`src/rtl/sid_multi_voice_filter.sv`:
```
`default_nettype none
// ============================================================================
//  Module      : sid_multi_voice_filter
//  Description : Time-multiplexed state-variable filter for NUM_VOICES SID
//                voices. The voices share one saturating multiplier, and each
//                voice keeps its own hp/bp/lp state. The filtered voices are
//                mixed into one saturated sample per sample frame.
//  Revision    : 1.0 - initial release
// ============================================================================
module sid_multi_voice_filter #(
   parameter int NUM_VOICES         = 3,
   parameter int AUDIO_BDEPTH       = 12,
   parameter int AUDIO_OUT_BDEPTH   = 12,
   parameter int FILTER_BDEPTH      = 16,
   parameter int FILTER_COEF_BDEPTH = 16,
   parameter int INPUT_GAIN_BITS    = 4,
   parameter int OUTPUT_GAIN_BITS   = 6,
   parameter int F_SHIFT            = 16,
   parameter int Q_SHIFT            = 12
) (
   input  logic                                       clk,
   input  logic                                       rst_n,
   input  logic                                       sample_strobe,
   input  logic [NUM_VOICES*AUDIO_BDEPTH-1:0]         audio_in,
   input  logic [NUM_VOICES*FILTER_COEF_BDEPTH-1:0]   f_coefficient,
   input  logic [NUM_VOICES*FILTER_COEF_BDEPTH-1:0]   q_coefficient,
   input  logic [NUM_VOICES*4-1:0]                    mode,
   output logic signed [AUDIO_OUT_BDEPTH-1:0]         audio_out,
   output logic                                       out_valid,
   output logic                                       busy,
   output logic                                       overrun
);

   // Wide working width: holds any product, shifted input or accumulator
   // value without overflow, so saturation is a plain compare.
   localparam int WW = FILTER_COEF_BDEPTH + FILTER_BDEPTH + AUDIO_BDEPTH + INPUT_GAIN_BITS + 8;
   localparam int AW = FILTER_BDEPTH + 6;
   localparam int VW = (NUM_VOICES > 1) ? $clog2(NUM_VOICES) : 1;

   localparam logic signed [WW-1:0] F_MAX = {{(WW-FILTER_BDEPTH+1){1'b0}}, {(FILTER_BDEPTH-1){1'b1}}};
   localparam logic signed [WW-1:0] F_MIN = {{(WW-FILTER_BDEPTH+1){1'b1}}, {(FILTER_BDEPTH-1){1'b0}}};
   localparam logic signed [WW-1:0] O_MAX = {{(WW-AUDIO_OUT_BDEPTH+1){1'b0}}, {(AUDIO_OUT_BDEPTH-1){1'b1}}};
   localparam logic signed [WW-1:0] O_MIN = {{(WW-AUDIO_OUT_BDEPTH+1){1'b1}}, {(AUDIO_OUT_BDEPTH-1){1'b0}}};

   typedef enum logic [2:0] {
      S_IDLE   = 3'd0,
      S_MUL_Q  = 3'd1,
      S_MUL_FH = 3'd2,
      S_MUL_FB = 3'd3,
      S_WB     = 3'd4,
      S_DONE   = 3'd5
   } state_t;

   function automatic logic signed [FILTER_BDEPTH-1:0] sat_f(input logic signed [WW-1:0] v);
      if (v > F_MAX)      return F_MAX[FILTER_BDEPTH-1:0];
      else if (v < F_MIN) return F_MIN[FILTER_BDEPTH-1:0];
      else                return v[FILTER_BDEPTH-1:0];
   endfunction

   function automatic logic signed [AUDIO_OUT_BDEPTH-1:0] sat_o(input logic signed [WW-1:0] v);
      if (v > O_MAX)      return O_MAX[AUDIO_OUT_BDEPTH-1:0];
      else if (v < O_MIN) return O_MIN[AUDIO_OUT_BDEPTH-1:0];
      else                return v[AUDIO_OUT_BDEPTH-1:0];
   endfunction

   state_t state_q, state_d;
   logic [VW-1:0] v_q, v_d;
   logic [NUM_VOICES*AUDIO_BDEPTH-1:0]       audio_sh_q, audio_sh_d;
   logic [NUM_VOICES*FILTER_COEF_BDEPTH-1:0] f_sh_q, f_sh_d;
   logic [NUM_VOICES*FILTER_COEF_BDEPTH-1:0] q_sh_q, q_sh_d;
   logic [NUM_VOICES*4-1:0]                  mode_sh_q, mode_sh_d;
   logic signed [FILTER_BDEPTH-1:0] hp1_q [NUM_VOICES];
   logic signed [FILTER_BDEPTH-1:0] hp1_d [NUM_VOICES];
   logic signed [FILTER_BDEPTH-1:0] bp1_q [NUM_VOICES];
   logic signed [FILTER_BDEPTH-1:0] bp1_d [NUM_VOICES];
   logic signed [FILTER_BDEPTH-1:0] lp1_q [NUM_VOICES];
   logic signed [FILTER_BDEPTH-1:0] lp1_d [NUM_VOICES];
   logic signed [FILTER_BDEPTH-1:0] qb_q, qb_d, fh_q, fh_d, fb_q, fb_d;
   logic signed [AW-1:0] acc_q, acc_d;
   logic signed [AUDIO_OUT_BDEPTH-1:0] audio_out_q, audio_out_d;
   logic out_valid_q, out_valid_d, overrun_q, overrun_d;

   // Current-voice operands and the shared multiplier datapath
   logic signed [AUDIO_BDEPTH-1:0]   audio_v;
   logic [FILTER_COEF_BDEPTH-1:0]    f_v, q_v, coef_sel;
   logic [3:0]                       mode_v;
   logic signed [FILTER_BDEPTH-1:0]  x_w, hp_w, bp_v, lp_v, opnd_sel, mult_sat;
   logic signed [FILTER_BDEPTH-1:0]  bp_new, lp_new;
   logic signed [WW-1:0]             prod_w;

   // Voice operand selection, shared multiplier and per-voice arithmetic
   always_comb begin
      audio_v = $signed(audio_sh_q[v_q*AUDIO_BDEPTH +: AUDIO_BDEPTH]);
      f_v     = f_sh_q[v_q*FILTER_COEF_BDEPTH +: FILTER_COEF_BDEPTH];
      q_v     = q_sh_q[v_q*FILTER_COEF_BDEPTH +: FILTER_COEF_BDEPTH];
      mode_v  = mode_sh_q[v_q*4 +: 4];
      bp_v    = bp1_q[v_q];
      lp_v    = lp1_q[v_q];
      x_w     = sat_f(WW'(audio_v) <<< INPUT_GAIN_BITS);
      hp_w    = sat_f(WW'(x_w) - WW'(sat_f(WW'(qb_q) + WW'(lp_v))));
      // q * bp in MUL_Q, f * hp in MUL_FH, f * old bp otherwise
      coef_sel = f_v;
      opnd_sel = bp_v;
      if (state_q == S_MUL_Q) begin
         coef_sel = q_v;
      end else if (state_q == S_MUL_FH) begin
         opnd_sel = hp_w;
      end
      prod_w   = WW'($signed({1'b0, coef_sel})) * WW'(opnd_sel);
      mult_sat = (state_q == S_MUL_Q) ? sat_f(prod_w >>> Q_SHIFT) : sat_f(prod_w >>> F_SHIFT);
      bp_new   = sat_f(WW'(bp_v) + WW'(fh_q));
      lp_new   = sat_f(WW'(lp_v) + WW'(fb_q));
   end

   // Next-state logic: frame sequencing, state update and mixing
   always_comb begin
      state_d     = state_q;
      v_d         = v_q;
      audio_sh_d  = audio_sh_q;
      f_sh_d      = f_sh_q;
      q_sh_d      = q_sh_q;
      mode_sh_d   = mode_sh_q;
      hp1_d       = hp1_q;
      bp1_d       = bp1_q;
      lp1_d       = lp1_q;
      qb_d        = qb_q;
      fh_d        = fh_q;
      fb_d        = fb_q;
      acc_d       = acc_q;
      audio_out_d = audio_out_q;
      out_valid_d = 1'b0;
      overrun_d   = sample_strobe && (state_q != S_IDLE);
      case (state_q)
         S_IDLE: begin
            if (sample_strobe) begin
               audio_sh_d = audio_in;
               f_sh_d     = f_coefficient;
               q_sh_d     = q_coefficient;
               mode_sh_d  = mode;
               acc_d      = '0;
               v_d        = '0;
               state_d    = S_MUL_Q;
            end
         end
         S_MUL_Q: begin
            qb_d    = mult_sat;
            state_d = S_MUL_FH;
         end
         S_MUL_FH: begin
            // hp is parked in its per-voice slot so WB can mix it
            fh_d          = mult_sat;
            hp1_d[v_q]    = hp_w;
            state_d       = S_MUL_FB;
         end
         S_MUL_FB: begin
            fb_d    = mult_sat;
            state_d = S_WB;
         end
         S_WB: begin
            bp1_d[v_q] = bp_new;
            lp1_d[v_q] = lp_new;
            // At most 4*8 terms of 16 bits: the accumulator cannot overflow
            acc_d = acc_q
                  + (mode_v[0] ? AW'(x_w)        : AW'(0))
                  + (mode_v[1] ? AW'(lp_new)     : AW'(0))
                  + (mode_v[2] ? AW'(bp_new)     : AW'(0))
                  + (mode_v[3] ? AW'(hp1_q[v_q]) : AW'(0));
            if (v_q == VW'(NUM_VOICES-1)) begin
               // Output registers load on entry to DONE so they are visible in DONE
               audio_out_d = sat_o(WW'(sat_f(WW'(acc_d))) >>> OUTPUT_GAIN_BITS);
               out_valid_d = 1'b1;
               state_d     = S_DONE;
            end else begin
               v_d     = v_q + VW'(1);
               state_d = S_MUL_Q;
            end
         end
         S_DONE: begin
            state_d = S_IDLE;
         end
         default: begin
            state_d = S_IDLE;
         end
      endcase
   end

   // State registers with asynchronous active-low reset
   always_ff @(posedge clk or negedge rst_n) begin
      if (!rst_n) begin
         state_q     <= S_IDLE;
         v_q         <= '0;
         audio_sh_q  <= '0;
         f_sh_q      <= '0;
         q_sh_q      <= '0;
         mode_sh_q   <= '0;
         for (int i = 0; i < NUM_VOICES; i++) begin
            hp1_q[i] <= '0;
            bp1_q[i] <= '0;
            lp1_q[i] <= '0;
         end
         qb_q        <= '0;
         fh_q        <= '0;
         fb_q        <= '0;
         acc_q       <= '0;
         audio_out_q <= '0;
         out_valid_q <= 1'b0;
         overrun_q   <= 1'b0;
      end else begin
         state_q     <= state_d;
         v_q         <= v_d;
         audio_sh_q  <= audio_sh_d;
         f_sh_q      <= f_sh_d;
         q_sh_q      <= q_sh_d;
         mode_sh_q   <= mode_sh_d;
         hp1_q       <= hp1_d;
         bp1_q       <= bp1_d;
         lp1_q       <= lp1_d;
         qb_q        <= qb_d;
         fh_q        <= fh_d;
         fb_q        <= fb_d;
         acc_q       <= acc_d;
         audio_out_q <= audio_out_d;
         out_valid_q <= out_valid_d;
         overrun_q   <= overrun_d;
      end
   end

   assign audio_out = audio_out_q;
   assign out_valid = out_valid_q;
   assign overrun   = overrun_q;
   assign busy      = (state_q != S_IDLE);

endmodule
`default_nettype wire

```
`config.mk`:
```
export PLATFORM = sky130hd
export DESIGN_NAME = sid_multi_voice_filter
export DESIGN_NICKNAME = d
export VERILOG_FILES = /design/src/rtl/sid_multi_voice_filter.sv
export SDC_FILE = /design/constraint.sdc
export NUM_CORES = 2
export LEC_CHECK = 0
export ABC_CLOCK_PERIOD_IN_PS = 17800
export CORE_UTILIZATION = 50
export DETAILED_ROUTE_END_ITERATION = 7
export HOLD_SLACK_MARGIN = 0.1
export PLACE_DENSITY = 0.68
export SLEW_MARGIN = 5
export SYNTH_ARGS = -nofsm -noshare
export SYNTH_HDL_FRONTEND = slang
export SYNTH_SLANG_ARGS = --single-unit
```
`constraint.sdc`:
```
create_clock -name clk -period 17.8 [get_ports clk]
set_clock_uncertainty 0.1 [all_clocks]
set_input_delay 1.78 -clock clk [delete_from_list [all_inputs] [get_ports clk]]
set_output_delay 1.78 -clock clk [all_outputs]
set_load 0.1 [all_outputs]
```
### Word level (Yosys, flattened, before mapping)

Cells that the tools add are included.

| word-level totals | value |
|---|---|
| flip-flop bits (word level) | 377 |
| input bits | 147 |
| output and inout bits | 15 |
| word-level logic and storage cells | 126 |

| cells by class | value |
|---|---|
| add/subtract/negate cells | 9 |
| multipliers | 2 |
| magnitude comparators | 20 |
| equality and inequality tests | 7 |
| shift-type cells | 4 |
| mux-type cells | 52 |
| bitwise gates (word level) | 1 |
| reductions and logical operators | 9 |

Operators with widths:

| operator | count |
|---|---|
| 16-bit two-way mux | 29 |
| 48-bit bitwise mux | 3 |
| 22-bit two-way mux | 5 |
| 16-bit binary-select mux with 2-bit select | 3 |
| 48-bit by 7-bit indexed part select with 16-bit output | 2 |
| 22-bit adder | 4 |
| 17-bit by 16-bit > comparator with 1-bit output (second input constant) | 5 |
| 17-bit by 16-bit < comparator with 1-bit output (second input constant) | 5 |
| 16-bit by 16-bit adder with 17-bit output | 3 |
| 22-bit case mux with 2 select lines | 1 |
| 36-bit by 7-bit indexed part select with 12-bit output | 1 |
| 17-bit by 16-bit multiplier with 33-bit output | 1 |
| 16-bit demux with 2-bit select | 1 |
| 12-bit two-way mux | 2 |
| 22-bit by 16-bit > comparator with 1-bit output (second input constant) | 1 |
| 22-bit by 16-bit < comparator with 1-bit output (second input constant) | 1 |
| 21-bit by 16-bit > comparator with 1-bit output (second input constant) | 1 |
| 21-bit by 16-bit < comparator with 1-bit output (second input constant) | 1 |
| 16-bit by 16-bit subtractor with 17-bit output | 1 |
| 16-bit > comparator (second input constant) | 1 |
| 16-bit < comparator (second input constant) | 1 |
| 3-bit case mux with 5 select lines | 1 |
| 10-bit by 12-bit > comparator with 1-bit output (second input constant) | 1 |
| 10-bit by 12-bit < comparator with 1-bit output (second input constant) | 1 |
| 21 further kinds | 29 |

### Logic depth before layout (Yosys ltp)

| logic depth | value |
|---|---|
| depth in word-level cells | 20 |
| mapped depth | 68 |
| gate-level depth less buffers | 56 |

### Worst setup path before layout

OpenSTA, ideal clock, no wires.

| timing | value |
|---|---|
| path type | register -> register |
| start point | register v_q[1] |
| end point | register qb_q[14] |
| arrival time | 14.014 ns |
| slack | 3.582 ns |
| stages on the path, launching flop included | 59 |
| path buffers | 10 |
| clock period less this slack | 14.218 ns |
| cells stage by stage | dfrtp_1 clkbuf_1 buf_1 buf_1 clkbuf_1 buf_1 mux2i_1 o21ai_0 ha_1 a211oi_1 o21a_1 nor2_1 a41o_1 xnor2_2 nor2_1 clkbuf_1 o21ai_0 ha_1 [23 not listed] fa_1 inv_1 ha_1 a21o_1 a21o_1 a21o_1 a21oi_1 o21ai_0 a21o_1 a21o_1 nor3_1 o21ai_4 and4_1 or3_1 a21oi_2 a41oi_4 buf_6 o311ai_1 |

| between the ends | value |
|---|---|
| longest elaborated chain between the ends | 19 |
| elaborated cells between the ends (all ways) | 38 |

Ends and longest elaborated chain:

| what | line | RTL |
|---|---|---|
| start, declared | 67 | `logic [VW-1:0] v_q, v_d;` |
| start signal, assigned | 210 | `v_q <= v_d;` |
| branches (longest 14 deep; another with 16-bit by 16-bit subtractor with 17-bit output) | -- |  |
| 17-bit by 16-bit multiplier with 33-bit output * | 109 | `prod_w = WW'($signed({1'b0, coef_sel})) * WW'(opnd_sel);` |
| 21-bit by 16-bit < comparator with 1-bit output / 17-bit by 16-bit < comparator with 1-bit output (equally long branches) | 56 | `else if (v < F_MIN) return F_MIN[FILTER_BDEPTH-1:0];` |
| 16-bit two-way mux | 56 |  |
| 16-bit two-way mux | 55 | `if (v > F_MAX) return F_MAX[FILTER_BDEPTH-1:0];` |
| 16-bit two-way mux * | 110 | `mult_sat = (state_q == S_MUL_Q) ? sat_f(prod_w >>> Q_SHIFT) : sat_f(prod_w >>> F_SHIFT);` |
| end signal, assigned | 218 | `qb_q <= qb_d;` |
| end, declared | 78 | `logic signed [FILTER_BDEPTH-1:0] qb_q, qb_d, fh_q, fh_d, fb_q, fb_d;` |

Mark *: on every way between the ends. The select of a mux whose other input is x is not followed.
A chain may end at the register's enable or synchronous reset.

### Worst setup path after layout

| timing | value |
|---|---|
| start point | register v_q[0] |
| end point | register qb_q[9] |

The elaborated chain is that of the path after synthesis.

==> reports/results.md <==
| Metric | This run | Unit |
|---|---|---|
| Number of sinks handled by clock tree synthesis | 375 | - |
| Final number of hold-violating endpoints | 0 | - |
| Overall track demand over capacity in global routing | 0.3021 | - |
| Time the worst path needs with I/O delays and setup | 15.55 | ns |
| Setup tns final | 0 | ns |
| Type of the tightest min-delay check | reg -> reg | - |
| Most used flip-flop cell after synthesis | dfrtp_1 | - |
| DRC violations left | 0 | - |
| Number of cells on the worst hold path | 2 | - |
| Global placement routability congestion | 1.007 | - |
| Area growth from synthesis to layout | 11.75 | % |
| Largest fanout of any net on the critical path | 45 | - |
| Detail-routed net length per standard cell | 22.19 | um |
| Worst R2R Path Depth | 51 | - |
| Register-to-register path setup slack | 2.25 | ns |
| Sequential-to-total area share from yosys stat | 0.2988 | - |
| Sum of overflow across all layers after global routing | 0 | - |
| Count of maximum capacitance violations | 0 | - |
| Period utilization | 0.8737 | - |
| Wire length of the first global-routing pass | 148.2 | mm |
| Largest net degree at the start of global routing | 91 | - |
| Post-Synthesis Cells | 3310 | - |
| Hold path endpoint | bp1_q[40] | - |
| Warning count from the yosys run | 0 | - |
| Actual transition at the worst max-transition pin | 1.433 | ns |
| CP Capture Type | flop | - |
| Async S/R FF share, synth | 1.000 | - |
| Run status | finished, final reports clean | - |
| Number of rows in the core area | 91 | - |
| Fmax | 64.30 | MHz |
| Post-Syn Area | 0.03140 | sq mm |
| Critical Path RT | 18.10 | ns |
| Number of iterations in the first detailed-routing pass | 6 | - |
| Main area contributors after synthesis | dfrtp_1, fa_1, ha_1 | - |
| Slew margin rel. | 0.04461 | - |
| EDFF count, synth | 0 | - |
| Number of antenna violations at the first check in global routing | 2 | - |
| Ranking of synthesized cells by instance count | dfrtp_1, nand2_1, inv_1 | - |
| Register bit count reported by yosys | 375 | - |
| Fraction of final layout cells with drive strength greater than 1 | 0.09631 | - |
| Yosys top cell area share | 0.2988 | - |
| Vias per inst | 5.918 | - |
| Fin nets | 3998 | - |
| Number of buffers added by the clock tree synthesis step | 42 | - |
| Reg2reg end | qb_q[9] | - |
| Setup repair after global routing missed its margin | no | - |
| Quantity of hold-fixing buffers added after cts | 0 | - |
| Critical Path AT | 15.85 | ns |
| Effective utilization at floorplan | 0.5079 | - |
| Floorplan core area | 0.06183 | sq mm |
| Post CTS Setup Buffer Count | 0 | - |
| Sum of routed wire length over all layers | 94.39 | mm |
| Setup violators final | 0 | - |
| Crit start category | flop | - |
| Clock buffer depth | 3 | - |
| Top-level I/O count | 162 | - |
| Crit path max-delay cell type | a21oi_2 | - |
| CTS tree | done | - |
| DIE WIDTH | 252.6 | um |
| Y dimension of the die | 252.6 | um |
| Count of buffers inserted at the top-level ports | 161 | - |
| Clock Latency Late Sink | 0.58 | ns |
| Slowest stage delay, CP | 0.75 | ns |
| Resized Gates After CTS | 0 | - |
| Final count of pins violating max slew | 0 | - |
| Detailed Place HPWL | 73.55 | mm |
| Number of nets with antenna violations after detailed routing | 0 | - |
| Root buffer cell | clkbuf_16 | - |
| Deepest level of the CTS H-tree | 2 | - |
| Leading cell type by number of instances after synthesis | dfrtp_1 | - |
| Source of the worst hold timing path | bp1_q[40] | - |
| Detailed Route Iter0 Violations | 2259 | - |
| Reg-to-reg startpoint | v_q[0] | - |
| Fill cell total of the finished layout | 5371 | - |
| Average cell area after synthesis | 9.487 | sq um |
| Count of distinct cell types in the synthesized netlist | 94 | - |
| Register clock-pin slew on the reported worst setup and hold paths | 0.06 | ns |
| Vias | 25180 | - |
| Post-Syn Nets | 3921 | - |
| Vias in the first global route | 25550 | - |
| Post-synth top area cell | dfrtp_1 | - |
| Crit Path Class | reg -> reg | - |
| Die outline area | 0.06381 | sq mm |
-- per-stage QoR --
stage	std cells	utilization	hold WS (ns)	cell area, sq um	worst slack [ns]
floorplan	3310	-	0.3458	31400	3.582
global placement	4180	0.5451	0.3585	33700	3.008
detailed placement	4180	0.5451	0.3687	33700	2.517
CTS	4253	0.5675	0.3821	35090	2.437
global route	4253	0.5675	0.3947	35090	1.183
finish	4254	0.5676	0.3749	35090	2.249
-- critical path: cells and delay by family (launching register included) --
family | cells | cell delay [ns]
buf+inv | 8 | 1.31
simple gates | 15 | 3.53
flops | 1 | 0.66
compound gates | 18 | 5.24
fa+ha+maj | 9 | 4.26
xor+xnor | 1 | 0.21
-- routing by layer --
| layer | GRT usage | up-vias | part of all wire |
|---|---|---|---|
| li1 | - | 11380 | - |
| met1 | 0.4117 | 12440 | 0.42 |
| met5 | 0 | - | 0.00083 |
| met4 | 0.1238 | 8 | 0.044 |
| met2 | 0.4677 | 1123 | 0.45 |
| met3 | 0.06437 | 222 | 0.086 |
-- sequential cells by signal (all words and copies together) (netlist names) --
register and cells:
audio_sh_q 36, fh_q 16, v_q 2, overrun 1
lp1_q 48, f_sh_q 48, q_sh_q 48, state_q 3
fb_q 16, out_valid 1, audio_out 10, bp1_q 48
acc_q 22, hp1_q 48, qb_q 16, mode_sh_q 12
-- cell type report --
cell class                 instances  area (sq um)  share of cell area
timing repair buffer             199          1902             0.05420
tap                              837          1047             0.02984
antenna                            1         2.502          0.00007131
sequential                       375          9389              0.2676
clock inverter                    16         230.2            0.006561
inverter                         319          1200             0.03420
multi-input combinational       2450         20160              0.5746
clock buffer                      57          1157             0.03298
-- worst max path at each step --
stage	depth (start not counted)	slack (ns)	to	start
2_1_floorplan	58	3.58	qb_q[14]	v_q[1]
3_3_place_gp	51	3.01	qb_q[13]	v_q[0]
3_5_place_dp	51	2.52	qb_q[8]	v_q[0]
4_1_cts	51	2.44	qb_q[1]	v_q[0]
5_1_grt	51	1.18	qb_q[7]	v_q[0]
6_report	51	2.25	qb_q[9]	v_q[0]
-- layout by cell type, fill, tap and decap left out, drive strengths merged, types with 5 or more instances in the layout --
| cell | netlist | final |
|---|---|---|
| o21a | 13 | 13 |
| clkinv | 0 | 8 |
| or2 | 14 | 14 |
| inv | 319 | 321 |
| a211oi | 11 | 11 |
| xnor2 | 61 | 61 |
| o22ai | 18 | 18 |
| nand4 | 9 | 9 |
| a31oi | 44 | 44 |
| nand3 | 113 | 113 |
| a21o | 61 | 61 |
| and3 | 39 | 39 |
| and2 | 16 | 16 |
| nand2 | 331 | 331 |
| buf | 53 | 39 |
| mux4 | 16 | 16 |
| nor2b | 31 | 31 |
| o21bai | 25 | 25 |
| maj3 | 20 | 20 |
| o21ai | 212 | 212 |
| a2111oi | 6 | 6 |
| bufinv | 0 | 5 |
| nor2 | 279 | 279 |
| and4 | 5 | 5 |
| xor2 | 38 | 38 |
| mux2 | 151 | 151 |
| ha | 210 | 210 |
| dfrtp | 375 | 375 |
| nand2b | 36 | 36 |
| nor3 | 84 | 84 |
| a21oi | 167 | 167 |
| fa | 254 | 254 |
| o311ai | 17 | 17 |
| o211ai | 8 | 8 |
| or3 | 15 | 15 |
| clkdlybuf4s50 | 0 | 160 |
| mux2i | 80 | 80 |
| clkbuf | 113 | 57 |
-- cell families after synthesis --
logic type / synth area share
and+or+nand+nor: 0.1427
muxes: 0.09113
DFF: 0.2988
adders and majority gates: 0.2520
buffers and inverters: 0.06005
AOI/OAI and AO/OA: 0.1269
xor gates and xnor gates: 0.02833
Power is not shown: default switching activity piles up to over one toggle a cycle in this logic, so the estimate is an artifact.
